==> config.mk <==
export PLATFORM = sky130hd
export DESIGN_NAME = lsu_ctrl
export DESIGN_NICKNAME = d
export VERILOG_FILES = /design/src/rtl/lsu_ctrl.sv
export SDC_FILE = /design/constraint.sdc
export NUM_CORES = 1
export LEC_CHECK = 0
export BUFFER_PORTS_ARGS = -buffer_cell sky130_fd_sc_hd__buf_2
export CAP_MARGIN = 10
export CORE_MARGIN = 2
export CORE_UTILIZATION = 44
export DETAILED_ROUTE_END_ITERATION = 8
export GPL_TIMING_DRIVEN = 1
export PLACE_DENSITY = 0.87
export SYNTH_ARGS = -nofsm -noshare
export SYNTH_HDL_FRONTEND = slang
export SYNTH_SLANG_ARGS = --single-unit
==> constraint.sdc <==
create_clock -name clk -period 1.9 [get_ports clk]
set_input_delay 0.19 -clock clk [delete_from_list [all_inputs] [get_ports clk]]
set_output_delay 0.19 -clock clk [all_outputs]
set_load 0.02 [all_outputs]
==> src/rtl/lsu_ctrl.sv <==
// Load/store control: byte mask, word address and lane-aligned data for the data memory; extends load results.
// Latency: store 2 cycles and load 3 cycles from acceptance to done. Busy holds the core until then; a missing load valid ends in timeout_err.
// Build option LSU_MISALIGN_TRAP_EN traps misaligned half/word accesses instead of issuing them.
module lsu_ctrl #(
  parameter int ADDR_W  = 8,
  parameter int TIMEOUT = 15
) (
  input  logic              clk,
  input  logic              rst,
  input  logic              mem_en,
  input  logic              is_store,
  input  logic [2:0]        funct3,
  input  logic [31:0]       addr,
  input  logic [31:0]       store_data,
  output logic              request,
  output logic              we_re,
  output logic              load,
  output logic [3:0]        mask,
  output logic [ADDR_W-1:0] address,
  output logic [31:0]       data_in,
  input  logic              valid,
  input  logic [31:0]       data_out,
  output logic              busy,
  output logic              done,
  output logic [31:0]       load_data,
  output logic              misaligned,
  output logic              timeout_err
);

  typedef enum logic [1:0] {IDLE, ISSUE, WAIT} state_t;

  state_t      state;
  logic        st_q;
  logic [2:0]  f3_q;
  logic [1:0]  off_q;
  logic [7:0]  cnt;
  logic [3:0]  acc_mask;
  logic [31:0] acc_data;
  logic        mis;
  logic [7:0]  lb;
  logic [15:0] lh;
  logic [31:0] ext;
  logic        unused_addr_hi;

  assign busy           = (state != IDLE);
  assign unused_addr_hi = ^addr[31:ADDR_W+2];

  always_comb begin
    acc_mask = 4'b1111;
    acc_data = store_data;
    case (funct3[1:0])
      2'b00: begin
        acc_mask = 4'b0001 << addr[1:0];
        acc_data = {4{store_data[7:0]}};
      end
      2'b01: begin
        acc_mask = addr[1] ? 4'b1100 : 4'b0011;
        acc_data = {2{store_data[15:0]}};
      end
      default: ;
    endcase
  end

`ifdef LSU_MISALIGN_TRAP_EN
  assign mis = ((funct3[1:0] == 2'b01) && addr[0]) ||
               (funct3[1] && (addr[1:0] != 2'b00));
`else
  assign mis = 1'b0;
`endif

  // Lane selection uses the byte offset captured at acceptance.
  assign lb = data_out[8*off_q +: 8];
  assign lh = off_q[1] ? data_out[31:16] : data_out[15:0];

  always_comb begin
    ext = data_out;
    case (f3_q)
      3'b000:  ext = {{24{lb[7]}}, lb};
      3'b001:  ext = {{16{lh[15]}}, lh};
      3'b100:  ext = {24'b0, lb};
      3'b101:  ext = {16'b0, lh};
      default: ext = data_out;
    endcase
  end

  always_ff @(posedge clk or negedge rst) begin
    if (!rst) begin
      state       <= IDLE;
      request     <= 1'b0;
      we_re       <= 1'b0;
      load        <= 1'b0;
      done        <= 1'b0;
      misaligned  <= 1'b0;
      timeout_err <= 1'b0;
      mask        <= '0;
      address     <= '0;
      data_in     <= '0;
      load_data   <= '0;
      cnt         <= '0;
      st_q        <= 1'b0;
      f3_q        <= '0;
      off_q       <= '0;
    end else begin
      done        <= 1'b0;
      misaligned  <= 1'b0;
      timeout_err <= 1'b0;
      case (state)
        IDLE: begin
          if (mem_en) begin
            if (mis) begin
              misaligned <= 1'b1;
              done       <= 1'b1;
            end else begin
              mask    <= acc_mask;
              address <= addr[ADDR_W+1:2];
              data_in <= acc_data;
              we_re   <= is_store;
              request <= 1'b1;
              load    <= !is_store;
              st_q    <= is_store;
              f3_q    <= funct3;
              off_q   <= addr[1:0];
              state   <= ISSUE;
            end
          end
        end
        ISSUE: begin
          request <= 1'b0;
          load    <= 1'b0;
          we_re   <= 1'b0;
          if (st_q) begin
            done  <= 1'b1;
            state <= IDLE;
          end else begin
            cnt   <= '0;
            state <= WAIT;
          end
        end
        WAIT: begin
          if (valid) begin
            load_data <= ext;
            done      <= 1'b1;
            state     <= IDLE;
          end else if (cnt == 8'(TIMEOUT - 1)) begin
            // cnt holds completed WAIT cycles minus one, so this fires after TIMEOUT cycles.
            timeout_err <= 1'b1;
            done        <= 1'b1;
            state       <= IDLE;
          end else begin
            cnt <= cnt + 8'd1;
          end
        end
        default: state <= IDLE;
      endcase
    end
  end

endmodule

==> results.md <==
* PortBufs at 163
* Power density over the cells at about 1600 nW/um^2
* N_diodes at 0
* Grt total ovfl at 0
* Worst R2R Path Depth at 6
* Placer congestion estimate at slightly below 0.9
* Crit path from: state[0]
* Max Cap Viol at 0
* FFs w/ async S/R, synth at between 90% and 100%
* CP endpoint kind: flip-flop
* Die area at approximately 12000 um^2
* # H-tree levels at 3
* Max Root-Sink Buffers at 2
* Wire per inst at ~17 um
* Worst Min Path Start: addr[9]
* Worst Path Max Fanout at 8
* Starting Density at between 40% and 50%
* Drt total wl at between 10000 and 15000 um
* Post-synth EDFFs at 0
* First-pass DRT Iterations at 5
* Buffers & Inverters on Critical Path at 1
* CP cell instances: inv_2 > ha_4 > a22o_4 > or2_4 > or4_4 > a21oi_2
* Total power draw at around 10 mW
* TNS Setup at 0 ns
* Final setup vio count at 0
* Placed standard-cell area at around 6000 um^2
* CTS sink count at 97
* Max Slew Vio Count at 0
* Seq/Total Area, Yosys at between 50 and 60%
* Via density at approximately 5.6
* Most frequent cells in the layout: 161 x buf_2, 97 x dfrtp_1, 61 x nand2_1
* Syn_nets at approximately 600
* Top_reg_cell synth: dfrtp_1
* First-pass GRT wire length at 21500 um
* Clock Latency Late Sink at around 0.37 ns
* Vias at 4451
* FP Rows at 37
* Slew HR at roughly 46%
* Slowest CP cell: or4_4
* CP delay by family, top: simple AND/OR/NAND/NOR gates
* Reg2reg end: cnt[4]
* Maximum VDD drop at between 0.7 and 0.8 mV
* Layout cells sized above 1 at a little under two fifths
* Crit path largest cell delay at between 0.4 and 0.5 ns
* Worst-margin pin slew at about 0.8 ns
* Fillers at 877
* Yosys reg bits at 97
* DR DRC count at 0
* Hold EP: address[7]
* Antenna Nets Post-Route at 0
* Fin crit period at 1.88 ns
* Gate Count Post-Synth at approximately 480
* Status: completed
* Hold Crit Class: in -> reg
* Io pins at roughly 190
* Post-synthesis cell area at between 4000 and 5000 um^2
* Root Buffer: clkbuf_8
* Post-place setup slack at -0.0358 ns
* Die width at 108 um
* CORE AREA at around 10000 um^2
* Vias in the first global route at about 4500
* FMAX at ~0.53 GHz
* Clk pin slew, worst setup/hold paths at ~0.09 ns
* Detailed Place HPWL at 10000 um
* Reg2Reg Setup Slack at 0.02 ns
* Ys Warns at 0
* Tightest hold margin at ~0.05 ns
* DIE HEIGHT at 108 um
* CTS tree: built
* Crit Path Class: reg -> reg
* RSZ-0062 raised after global routing: yes
* Hold Path Depth at 2
* Largest net degree at the start of global routing at 53
* Nets at 756
* Syn_area_per_cell at 9.97 um^2
* Cell area after layout at approximately 6200 um^2
* Final period util at a little over nine tenths
* Final hold violation count at 0
* Initial antenna violation count at 0
* CP required at roughly 2.2 ns
* Critical Path AT at between 2 and 2.5 ns
* Area Overhead vs Synth at 29.7%
* Post-synthesis cell type count at 48
* Clk_skew at around 0.009 ns
* Global Route Usage Sum at a little under a quarter
* Commonest non-fill, non-tap cell in the layout: buf_2
* Worst setup margin at about 0.024 ns
* Critical Path Source Type: flip-flop
* Leakage at 3.05 nW
* R2R Path Start: state[0]
* Starting DRT DRC Count at approximately 300
* Total CTS buffers at 9
-- synthesized netlist by cell type, drive strengths merged (5+ instances only) --
cell type | instances | area (um^2)
o31ai | 11 | 82.6
nand2b | 5 | 31.3
nand3 | 17 | 85.1
mux2i | 28 | 280
o22a | 5 | 43.8
a22o | 10 | 96.4
clkbuf | 25 | 93.8
ha | 5 | 62.6
a21oi | 30 | 150
nor3 | 6 | 30.0
a311oi | 7 | 61.3
mux2 | 24 | 270
o21ai | 50 | 250
dfrtp | 97 | 2430
inv | 9 | 33.8
nor2 | 35 | 131
buf | 8 | 53.8
nand2 | 62 | 233
-- per-layer routing --
layer | track usage (%) | vias to the layer above | part of all wire, %
li1 | - | 2044 | -
met1 | 28.8 | 2120 | 40
met2 | 39.6 | 249 | 49
met3 | 5.42 | 38 | 8.6
met4 | 10.3 | 0 | 2.5
met5 | 0 | - | 0
-- what timing repair did --
action / in CTS / in global routing
pin swaps: 2 / 3
hold buffers: 1 / 0
resized for setup: 2 / 8
endpoints found under the setup margin: 3 / 4
endpoints found under the hold margin: 63 / 0
buffers inserted: 2 / 0
-- metrics by stage --
step	instances	utilization [%]
global route	788	59.3
CTS	788	59.1
floorplan	478	-
detailed placement	769	56.3
finish	788	59.3
global placement	769	56.3
-- kinds of logic (layout without fill, tap and decap cells) --
family          count (synthesis)  in the layout  synth area share [%]
simple gates                  144            144                  13.5
compound gates                135            135                  18.2
flops                          97             97                  50.9
mux                            53             53                  12.0
buf+inv                        42            216                  3.81
fa+ha+maj                       5              5                  1.31
other cells                     1              1                0.0787
xor+xnor                        1              1                 0.184
-- worst reg2reg max path: stages, from the launching register on --
cell and delay, ns:
dfrtp_1 0.42, inv_2 0.08, ha_4 0.17, a22o_4 0.26, or2_4 0.27, or4_4 0.50, a21oi_2 0.13
-- power breakdown --
group,leakage (nW),internal [mW],switching [mW],total (mW)
registers,1.19,2.98,0.563,3.55
logic,1.72,1.90,2.96,4.86
clock network,0.130,1.01,0.739,1.75
total,3.05,5.89,4.26,10.2
-- final cells by class --
| type | count | area [um^2] | share of cell area (%) |
|---|---|---|---|
| Sequential cell | 97 | 2430 | 39.3 |
| Multi-Input combinational cell | 339 | 2200 | 35.6 |
| Timing Repair Buffer | 191 | 1080 | 17.5 |
| Tap cell | 136 | 170 | 2.75 |
| Clock inverter | 7 | 141 | 2.29 |
| Clock buffer | 9 | 124 | 2.00 |
| Inverter | 9 | 33.8 | 0.547 |
-- registers in the layout, indices dropped and copies added (netlist names) --
name         flops
mask             4
st_q             1
load             1
we_re            1
load_data       32
off_q            2
data_in         32
timeout_err      1
request          1
address          8
done             1
cnt              8
state            2
f3_q             3
-- worst max path at each step --
stage | slack [ns] | cells after the start | endpoint
3_3_place_gp | 0.04 | 6 | cnt[7]
4_1_cts | 0.007 | 6 | cnt[7]
3_5_place_dp | -0.04 | 6 | cnt[7]
6_report | 0.02 | 6 | cnt[4]
2_1_floorplan | -0.02 | 7 | cnt[4]
5_1_grt | -0.04 | 6 | cnt[4]
No activity file was read; power rests on OpenSTA's default activity.
